## src/rtl/current_adc_reader_if.sv

```systemverilog
// Bundles the control inputs, the serial ADC bus and the sample outputs of
// current_adc_reader.
//   enable        : high permits periodic conversions
//   channel[2:0]  : ADC mux address sent in each frame
//   adc_dout      : serial data from the ADC
//   adc_cs_n      : ADC chip select, active-low
//   adc_sclk      : serial clock, idles high
//   adc_din       : serial control word to the ADC
//   current_b_out : last captured 12-bit sample
//   sample_valid  : one-cycle strobe when current_b_out updates
//   busy          : high while adc_cs_n is low
// The slave modport is the reader's view; the master modport is the view of
// whatever drives enable/channel and plays the ADC.
interface current_adc_reader_if;
    logic        enable;
    logic [2:0]  channel;
    logic        adc_dout;
    logic        adc_cs_n;
    logic        adc_sclk;
    logic        adc_din;
    logic [11:0] current_b_out;
    logic        sample_valid;
    logic        busy;

    modport slave (
        input  enable,
        input  channel,
        input  adc_dout,
        output adc_cs_n,
        output adc_sclk,
        output adc_din,
        output current_b_out,
        output sample_valid,
        output busy
    );

    modport master (
        output enable,
        output channel,
        output adc_dout,
        input  adc_cs_n,
        input  adc_sclk,
        input  adc_din,
        input  current_b_out,
        input  sample_valid,
        input  busy
    );
endinterface

```

## src/rtl/current_adc_reader.sv

```systemverilog
// Periodic SPI reader for a 12-bit current-sense ADC.
// Every SAMPLE_PERIOD clk cycles (while enabled) one frame is run:
//   SETUP (CLK_DIV cycles, SCLK high) -> SHIFT (16 SCLK periods, low then
//   high, CLK_DIV cycles each half) -> HOLD (CLK_DIV cycles, SCLK high).
// The control word {2'b00, channel, 11'b0} goes out MSB first, changing on
// SCLK falling edges; ADC data is sampled on SCLK rising edges and the last
// 12 bits (periods 4..15) form the sample.
// Ports:
//   clk  : single clock, posedge
//   rst  : asynchronous active-high reset
//   bus  : current_adc_reader_if.slave (enable, channel, ADC serial pins,
//          current_b_out, sample_valid, busy)
// Parameters:
//   CLK_DIV       : clk cycles per SCLK half-period (>= 2)
//   SAMPLE_PERIOD : clk cycles between conversion starts (>= 35*CLK_DIV)
module current_adc_reader #(
    parameter int CLK_DIV       = 25,
    parameter int SAMPLE_PERIOD = 5000
) (
    input  logic                       clk,
    input  logic                       rst,
    current_adc_reader_if.slave        bus
);

    localparam int TICK_W = (CLK_DIV > 1) ? $clog2(CLK_DIV) : 1;
    localparam int CNT_W  = (SAMPLE_PERIOD > 1) ? $clog2(SAMPLE_PERIOD) : 1;

    localparam logic [TICK_W-1:0] TICK_ZERO = {TICK_W{1'b0}};
    localparam logic [TICK_W-1:0] TICK_ONE  = TICK_W'(1);
    localparam logic [TICK_W-1:0] TICK_LAST = TICK_W'(CLK_DIV - 1);
    localparam logic [CNT_W-1:0]  CNT_ZERO  = {CNT_W{1'b0}};
    localparam logic [CNT_W-1:0]  CNT_ONE   = CNT_W'(1);
    localparam logic [CNT_W-1:0]  CNT_LAST  = CNT_W'(SAMPLE_PERIOD - 1);
    localparam logic [4:0]        HALF_LAST = 5'd31;

    typedef enum logic [1:0] {
        IDLE  = 2'd0,
        SETUP = 2'd1,
        SHIFT = 2'd2,
        HOLD  = 2'd3
    } state_t;

    state_t            state_r;
    state_t            state_next_s;
    logic [TICK_W-1:0] tick_r;
    logic [TICK_W-1:0] tick_next_s;
    logic [4:0]        half_r;        // SCLK half-period index inside SHIFT
    logic [4:0]        half_next_s;
    logic              tick_end_s;
    logic [CNT_W-1:0]  period_cnt_r;

    logic [2:0]        chan_r;
    logic [2:0]        chan_next_s;
    logic [15:0]       ctrl_word_s;
    logic [11:0]       shift_r;
    logic [11:0]       shift_next_s;
    logic              sample_now_s;

    logic              cs_n_r;
    logic              cs_n_next_s;
    logic              sclk_r;
    logic              sclk_next_s;
    logic              din_r;
    logic              din_next_s;
    logic [11:0]       data_r;
    logic [11:0]       data_next_s;
    logic              valid_r;
    logic              valid_next_s;
    logic              busy_r;
    logic              busy_next_s;

    assign tick_end_s = (tick_r == TICK_LAST);

    // Conversion period counter; held at zero while disabled so that a rising
    // enable starts a frame on the very next edge.
    always_ff @(posedge clk or posedge rst) begin
        if (rst) begin
            period_cnt_r <= CNT_ZERO;
        end else if (!bus.enable) begin
            period_cnt_r <= CNT_ZERO;
        end else if (period_cnt_r == CNT_LAST) begin
            period_cnt_r <= CNT_ZERO;
        end else begin
            period_cnt_r <= period_cnt_r + CNT_ONE;
        end
    end

    // FSM state register with its phase counters.
    always_ff @(posedge clk or posedge rst) begin
        if (rst) begin
            state_r <= IDLE;
            tick_r  <= TICK_ZERO;
            half_r  <= 5'd0;
        end else begin
            state_r <= state_next_s;
            tick_r  <= tick_next_s;
            half_r  <= half_next_s;
        end
    end

    // FSM next-state logic. A counter wrap seen outside IDLE is simply lost.
    always_comb begin
        state_next_s = state_r;
        tick_next_s  = tick_r;
        half_next_s  = half_r;
        case (state_r)
            IDLE: begin
                if (bus.enable && (period_cnt_r == CNT_ZERO)) begin
                    state_next_s = SETUP;
                    tick_next_s  = TICK_ZERO;
                    half_next_s  = 5'd0;
                end else begin
                    state_next_s = IDLE;
                end
            end
            SETUP: begin
                if (tick_end_s) begin
                    state_next_s = SHIFT;
                    tick_next_s  = TICK_ZERO;
                    half_next_s  = 5'd0;
                end else begin
                    tick_next_s = tick_r + TICK_ONE;
                end
            end
            SHIFT: begin
                if (tick_end_s) begin
                    tick_next_s = TICK_ZERO;
                    if (half_r == HALF_LAST) begin
                        state_next_s = HOLD;
                        half_next_s  = 5'd0;
                    end else begin
                        half_next_s = half_r + 5'd1;
                    end
                end else begin
                    tick_next_s = tick_r + TICK_ONE;
                end
            end
            HOLD: begin
                if (tick_end_s) begin
                    state_next_s = IDLE;
                    tick_next_s  = TICK_ZERO;
                end else begin
                    tick_next_s = tick_r + TICK_ONE;
                end
            end
            default: begin
                state_next_s = IDLE;
                tick_next_s  = TICK_ZERO;
                half_next_s  = 5'd0;
            end
        endcase
    end

    // Output logic: next values of every pin, derived from the next state so
    // the registered pins line up exactly with the state they belong to.
    always_comb begin
        // Channel is captured on the edge that leaves IDLE and frozen after.
        if ((state_r == IDLE) && (state_next_s == SETUP)) begin
            chan_next_s = bus.channel;
        end else begin
            chan_next_s = chan_r;
        end
        ctrl_word_s = {2'b00, chan_next_s, 11'b000_0000_0000};

        cs_n_next_s = (state_next_s == IDLE);
        busy_next_s = (state_next_s != IDLE);

        // Even half-periods are the low phase of SCLK.
        if (state_next_s == SHIFT) begin
            sclk_next_s = half_next_s[0];
        end else begin
            sclk_next_s = 1'b1;
        end

        // Period k (half-periods 2k and 2k+1) carries bit 15-k, so din only
        // moves when a low phase begins.
        case (state_next_s)
            SETUP:   din_next_s = ctrl_word_s[15];
            SHIFT:   din_next_s = ctrl_word_s[4'd15 - half_next_s[4:1]];
            default: din_next_s = 1'b0;
        endcase

        // SCLK rises when a low half-period ends; the first four periods are
        // leading zeros from the ADC and are not kept.
        sample_now_s = (state_r == SHIFT) && tick_end_s && !half_r[0];
        if (sample_now_s && (half_r[4:1] >= 4'd4)) begin
            shift_next_s = {shift_r[10:0], bus.adc_dout};
        end else begin
            shift_next_s = shift_r;
        end

        // The visible sample only changes as the frame closes, never mid-shift.
        valid_next_s = (state_r == HOLD) && tick_end_s;
        if (valid_next_s) begin
            data_next_s = shift_r;
        end else begin
            data_next_s = data_r;
        end
    end

    // Output and datapath registers; reset parks the bus in its idle levels.
    always_ff @(posedge clk or posedge rst) begin
        if (rst) begin
            cs_n_r  <= 1'b1;
            sclk_r  <= 1'b1;
            din_r   <= 1'b0;
            data_r  <= 12'd0;
            valid_r <= 1'b0;
            busy_r  <= 1'b0;
            shift_r <= 12'd0;
            chan_r  <= 3'd0;
        end else begin
            cs_n_r  <= cs_n_next_s;
            sclk_r  <= sclk_next_s;
            din_r   <= din_next_s;
            data_r  <= data_next_s;
            valid_r <= valid_next_s;
            busy_r  <= busy_next_s;
            shift_r <= shift_next_s;
            chan_r  <= chan_next_s;
        end
    end

    assign bus.adc_cs_n      = cs_n_r;
    assign bus.adc_sclk      = sclk_r;
    assign bus.adc_din       = din_r;
    assign bus.current_b_out = data_r;
    assign bus.sample_valid  = valid_r;
    assign bus.busy          = busy_r;

endmodule

```

## src/flat_wrapper.sv

```systemverilog
// flat-port wrapper written by rule: the top's interface ports become plain ports
module current_adc_reader_flat 
#(
    parameter int CLK_DIV       = 25,
    parameter int SAMPLE_PERIOD = 5000
)
  (clk, rst, bus_enable, bus_channel, bus_adc_dout, bus_adc_cs_n, bus_adc_sclk, bus_adc_din, bus_current_b_out, bus_sample_valid, bus_busy);
  current_adc_reader_if bus_i ();
  input  logic clk;
  input  logic rst;
  input wire logic [$bits(bus_i.enable)-1:0] bus_enable;
  input wire logic [$bits(bus_i.channel)-1:0] bus_channel;
  input wire logic [$bits(bus_i.adc_dout)-1:0] bus_adc_dout;
  output wire logic [$bits(bus_i.adc_cs_n)-1:0] bus_adc_cs_n;
  output wire logic [$bits(bus_i.adc_sclk)-1:0] bus_adc_sclk;
  output wire logic [$bits(bus_i.adc_din)-1:0] bus_adc_din;
  output wire logic [$bits(bus_i.current_b_out)-1:0] bus_current_b_out;
  output wire logic [$bits(bus_i.sample_valid)-1:0] bus_sample_valid;
  output wire logic [$bits(bus_i.busy)-1:0] bus_busy;
  assign bus_i.enable = bus_enable;
  assign bus_i.channel = bus_channel;
  assign bus_i.adc_dout = bus_adc_dout;
  assign bus_adc_cs_n = bus_i.adc_cs_n;
  assign bus_adc_sclk = bus_i.adc_sclk;
  assign bus_adc_din = bus_i.adc_din;
  assign bus_current_b_out = bus_i.current_b_out;
  assign bus_sample_valid = bus_i.sample_valid;
  assign bus_busy = bus_i.busy;
  current_adc_reader #(.CLK_DIV(CLK_DIV), .SAMPLE_PERIOD(SAMPLE_PERIOD)) u_core (.clk(clk), .rst(rst), .bus(bus_i));
endmodule
```

## config.mk

```make
export PLATFORM = sky130hd
export DESIGN_NAME = current_adc_reader_flat
export DESIGN_NICKNAME = d
export VERILOG_FILES = /design/src/rtl/current_adc_reader_if.sv /design/src/rtl/current_adc_reader.sv /design/src/flat_wrapper.sv
export SDC_FILE = /design/constraint.sdc
export NUM_CORES = 1
export LEC_CHECK = 0
export CAP_MARGIN = 20
export CORE_MARGIN = 3
export CORE_UTILIZATION = 45
export CTS_CLUSTER_DIAMETER = 40
export DETAILED_ROUTE_END_ITERATION = 6
export DONT_BUFFER_PORTS = 1
export GPL_TIMING_DRIVEN = 0
export PLACE_DENSITY = 0.64
export SETUP_SLACK_MARGIN = 0.05
export SLEW_MARGIN = 10
export SYNTH_ARGS = -nofsm -noshare
export SYNTH_HDL_FRONTEND = slang
export SYNTH_SLANG_ARGS = --single-unit
```

## constraint.sdc

```tcl
create_clock -name clk -period 3.23 [get_ports clk]
set_clock_uncertainty 0.05 [all_clocks]
set_input_delay 0.8075 -clock clk [delete_from_list [all_inputs] [get_ports clk]]
set_output_delay 0.8075 -clock clk [all_outputs]
set_load 0.005 [all_outputs]
```

After elaboration in Yosys (flattened, before gate mapping)
Index checks and enable logic that the tools add are counted.

word-level totals
  logic and storage cells = 60
  output and inout port bits = 17
  bits of input ports = 7
  bits in registers = 57

operators by class
  equality and inequality tests = 9
  reductions and logical operators = 12
  mux-type cells = 21
  add/sub/neg operators = 4
  magnitude comparators = 2

operator list
  kind                                                         number
  two-way mux 5 bit                                            6
  two-way mux 13 bit                                           2
  case mux 5 bit (3 select lines)                              1
  adder 13 x 1 -> 13 bit (second input constant)               1
  == test 13 bit (second input constant)                       1
  logical NOT 13 bit                                           1
  adder 5 x 1 -> 5 bit (second input constant)                 2
  == test 5 bit (second input constant)                        2
  case mux 5 bit (2 select lines)                              1
  two-way mux 2 bit                                            4
  case mux 2 bit (4 select lines)                              1
  == test 2 bit (second input constant)                        3
  logical AND 1 bit                                            6
  less-than comparator 4 x 5 -> 1 bit (second input constant)  1
  binary-select mux 1 bit (select 4 bit)                       1
  == test 2 x 1 -> 1 bit (second input constant)               2
  >= comparator 4 x 3 -> 1 bit (second input constant)         1
  logical NOT 2 bit                                            2
  two-way mux 1 bit                                            4
  subtractor 4 bit (first input constant)                      1
  two-way mux 3 bit                                            1
  OR reduction 3 bit                                           1
  != test 2 x 1 -> 1 bit (second input constant)               1
  nonzero test 2 bit                                           1
  logical NOT 1 bit                                            1

Depth between registers and ports, before layout
  depth in word-level cells = 10
  gate-level depth with buffers = 10
  mapped depth without buffers = 9

Least setup slack after synthesis
OpenSTA, ideal clock, no wires.

  path kind = input-to-reg
  from = input port bus_enable
  to = register u_core.din_r (netlist: u_core.bus.adc_din)
  stages = 7
  data arrival time = 2188 ps
  path buffers = 1
  required time = 3073 ps
  setup slack = 885 ps
  cells stage by stage = and4bb_1 nand4_2 and2_1 buf_6 a221o_1 nand3b_4 a2111oi_4

between the ends
  elaborated cells on any way between the ends = 13

RTL lines
  element                                  RTL line                   RTL
  from (decl)                              flat_wrapper.sv:11         input wire logic [$bits(bus_i.enable)-1:0] bus_enable;
  logical AND 1 bit                        current_adc_reader.sv:108  if (bus.enable && (period_cnt_r == CNT_ZERO)) begin
  two-way mux 5 bit                        current_adc_reader.sv:108
  case mux 5 bit (3 select lines)          current_adc_reader.sv:106  case (state_r)
  net u_core.half_next_s[2]                current_adc_reader.sv:48   logic [4:0] half_next_s;
  subtractor 4 bit                         current_adc_reader.sv:179  SHIFT: din_next_s = ctrl_word_s[4'd15 - half_next_s[4:1]];
  binary-select mux 1 bit (select 4 bit)   current_adc_reader.sv:179
  two-way mux 1 bit (implied by the code)  current_adc_reader.sv:179
  two-way mux 1 bit                        current_adc_reader.sv:177  case (state_next_s)
  net u_core.din_next_s                    current_adc_reader.sv:64   logic din_next_s;
  to (signal assigned)                     current_adc_reader.sv:215  din_r <= din_next_s;
  to (decl)                                current_adc_reader.sv:63   logic din_r;

The timed path passes the listed nets, and every way through them passes these cells. The select of a mux whose other input is x is not followed.
A chain may end at the register's enable or synchronous reset.

Worst setup path after layout
  from = register u_core.half_r[0]
  to = register u_core.din_r (netlist: u_core.bus.adc_din)

between the ends
  elaborated cells on any way between the ends = 16

RTL lines
  element                                                RTL line                                              RTL
  from (decl)                                            current_adc_reader.sv:47                              logic [4:0] half_r;
  from (signal assigned)                                 current_adc_reader.sv:97                              half_r <= half_next_s;
  adder 5 x 1 -> 5 bit or == test 5 bit (tied branches)  current_adc_reader.sv:132, current_adc_reader.sv:128
  two-way mux 5 bit *                                    current_adc_reader.sv:128                             if (half_r == HALF_LAST) begin
  two-way mux 5 bit *                                    current_adc_reader.sv:126                             if (tick_end_s) begin
  case mux 5 bit (3 select lines) *                      current_adc_reader.sv:106
  net u_core.half_next_s[3]                              current_adc_reader.sv:48
  subtractor 4 bit *                                     current_adc_reader.sv:179
  binary-select mux 1 bit (select 4 bit) *               current_adc_reader.sv:179
  two-way mux 1 bit (implied by the code) *              current_adc_reader.sv:179
  two-way mux 1 bit *                                    current_adc_reader.sv:177
  net u_core.din_next_s                                  current_adc_reader.sv:64

Mark *: on every way through the listed nets, which the timed path passes. The rest lies on a longest branch. The select of a mux whose other input is x is not followed.

==> key figures <==
Critical path
  – Worst-path fanout max: 7
  – Setup CP Type: reg -> reg
  – CP endpoint kind: flop
  – CP arrival: about 2.6 ns
  – Req. time, crit path: around 3.4 ns
  – CP Launch Type: flop

Cells and area
  – Diodes inserted: 0
  – FF/Latch Area: roughly 0.0014 sq mm
  – Final instance area: between 0.002 and 0.003 sq mm
  – Share of cells above drive strength 1: ~18%
  – Syn-to-layout area delta: 10.7%
  – Util after Layout: 52.3%
  – Nets@finish: between 200 and 300
  – Multi-input gate area: approximately 0.0011 sq mm
  – Filler cell count: a little over 500

Clock tree
  – Clk slew on worst S/H paths: roughly 0.07 ns
  – Num CTS Buffers: 9
  – Post-CTS Setup Repair Bufs: 0
  – H-tree depth: 3
  – # clock sinks: 57
  – CTS Hold Bufs: 0
  – Worst-Skew Late Latency: roughly 0.33 ns
  – CTS tree: yes
  – CTS resizes: 0
  – CTS Root Cell: clkbuf_8
  – Clk buf depth: 2

Pwr
  – Final Power: 1330 uW
  – Comb power frac: ~2.7%
  – Reported net switching power: 306 uW
  – VDD IR-drop max: roughly 240 uV
  – Sw frac: 23.0%
  – Power density over the cells: approximately 460 mW/mm^2
  – Clock power frac: 43.2%
  – Flop pwr share: a little over half
  – Pleak: about 0.0015 uW
  – Int Pwr: between 1000 and 1500 uW

Synthesis
  – Async S/R FF share, synth: 100%
  – Syn_area_per_cell: roughly 11 sq um
  – Syn_nets: roughly 260
  – Cells after synthesis: between 200 and 250
  – Number of synthesized flops with an enable pin: 0
  – YS warnings: 0
  – Ys flop type: dfrtp_1
  – Count of cell types in the netlist: 46
  – Synth Cell Area: 0.00263 sq mm
  – Sequential area share after synthesis: 54.3%
  – Synth Register Bits: 57

Floorplanning
  – Core area: 0.00557 sq mm
  – Die area: slightly below 0.007 sq mm
  – Die height: roughly 80 um
  – FP Rows: 27
  – Initial core utilization: 47.2%
  – Ports: 24
  – Die X: about 82 um

Placed design
  – RePlAce Congestion: between 0.7 and 0.8
  – IO buf count: 0
  – Area post-placement: 0.00274 sq mm
  – Hpwl dp: 3060 um

STA
  – Final period utilization: around three quarters
  – Max Clk Rate: about 0.4 GHz
  – Slew @ Worst Pin: approximately 0.6 ns
  – Setup violators final: 0
  – Final Hold Fails: 0
  – Fin. max-slew vios: 0
  – Setup TNS: 0 ns
  – Min Tclk post-route: ~2.5 ns
  – RSZ-0062 raised after global routing: false
  – Worst slew margin: approximately three fifths

Min path
  – Hold Crit Class: in -> async

Detailed routing
  – Wire length per cell: 13.3 um
  – Post-detailed-route count of antenna-violating nets: 0
  – Total number of vias: between 1500 and 2000
  – Final Routed Wirelength: 4430 um
  – Starting DRC count in detailed routing: roughly 70
  – Initial DRT Pass Iterations: 4
  – DRC violations left: 0
  – Via density: 5.16

GRT
  – First-pass GRT wire length: ~7600 um
  – Vias in the first global route: 1670
  – Antenna violations before repair: 0
  – Grt total ovfl: 0
  – GRT Util Overall: between 10% and 20%
  – Largest net degree at the start of global routing: 31

Job
  – Max Cap Viol: 0

Status
  – Outcome: finished, final reports clean
-- Yosys cell counts (all sizes together), types with 5 or more instances --
| cell | count | area (sq um) |
|---|---|---|
| and3 | 7 | 46.3 |
| mux2 | 16 | 180 |
| nor2 | 19 | 71.3 |
| clkbuf | 5 | 18.8 |
| o21ai | 9 | 45.0 |
| xor2 | 10 | 87.6 |
| dfrtp | 55 | 1380 |
| nand2 | 47 | 176 |
| nand3 | 11 | 55.1 |
| ha | 6 | 75.1 |
| inv | 10 | 37.5 |
-- kinds of logic after synthesis --
kind of cell | share of synthesized area [%]
buffers and inverters | 3.38
DFF | 54.3
xor gates and xnor gates | 4.33
AOI/OAI and AO/OA | 6.99
adders and majority gates | 2.85
muxes | 7.23
and+or+nand+nor | 20.9
-- cell usage in the layout, fill, tap and decap left out, drive strengths merged, types with 7 or more instances in the layout --
cell type	count
clkbuf	16
o21ai	9
dfrtp	55
inv	10
mux2	16
nand3	11
nor2	19
xor2	10
and3	7
nand2	47
-- power groups by stage --
stage / clock network (uW) / logic, uW / registers, uW
after detailed placement: 0 / 36.6 / 733
final: 574 / 35.4 / 720
after CTS: 596 / 36.9 / 720
after floorplan: 0 / 25.4 / 732
after global placement: 0 / 33.0 / 733
after global routing: 626 / 41.4 / 720
-- metrics by stage --
stage,setup WS [ns],hold slack (ns),cells
floorplan,0.885,0.382,245
CTS,0.738,0.378,334
global route,0.492,0.398,334
global placement,0.357,0.421,317
finish,0.765,0.373,334
detailed placement,0.734,0.412,318
-- metal layers --
metal	wire length, um	vias up	track usage, %	part of all wire [%]
met5	0	-	0	0
met4	99	0	10.3	2.2
met3	137	10	4.45	3.1
met2	1980	18	21.1	45
met1	2220	837	20.4	50
li1	-	858	-	-
-- final timing paths --
kind	from	to	slack, ns	depth (start not counted)
worst max-delay path	u_core.half_r[0]	u_core.bus.adc_din	0.76	9
worst min-delay path	rst	u_core.shift_r[2]	0.37	1
worst max register to register	u_core.half_r[0]	u_core.bus.adc_din	0.76	9
worst min register to register	u_core.shift_r[11]	u_core.bus.current_b_out[11]	0.42	2
max in group asynchronous	rst	u_core.bus.adc_sclk	2.10	2
min in group clk	u_core.shift_r[11]	u_core.bus.current_b_out[11]	0.42	2
-- area by class of cell --
type                            count  area share, %
Tap cell                           72           3.09
Timing Repair Buffer                1          0.687
Inverter                           10           1.29
Multi-Input combinational cell    169           38.2
Clock buffer                       11           4.85
Clock inverter                      5           1.07
Buffer                              9           1.76
Sequential cell                    57           49.0
-- critical path, stage by stage (launching register included) --
cell and delay (ns):
dfrtp_1 0.45, ha_1 0.26, and3_1 0.19, ha_1 0.25
or4_1 0.48, nor2_1 0.12, a211oi_1 0.09, inv_1 0.13
nand3b_4 0.09, a2111oi_4 0.27
-- state kept, by name (all words and copies together) (netlist names) --
signal,flops
u_core.period_cnt_r,13
u_core.bus.current_b_out,12
u_core.shift_r,12
u_core.half_r,5
u_core.tick_r,5
u_core.chan_r,3
u_core.state_r,2
u_core.bus.adc_cs_n,1
u_core.bus.adc_din,1
u_core.bus.adc_sclk,1
u_core.bus.busy,1
u_core.bus.sample_valid,1
Power figures use the tool's default switching activity.
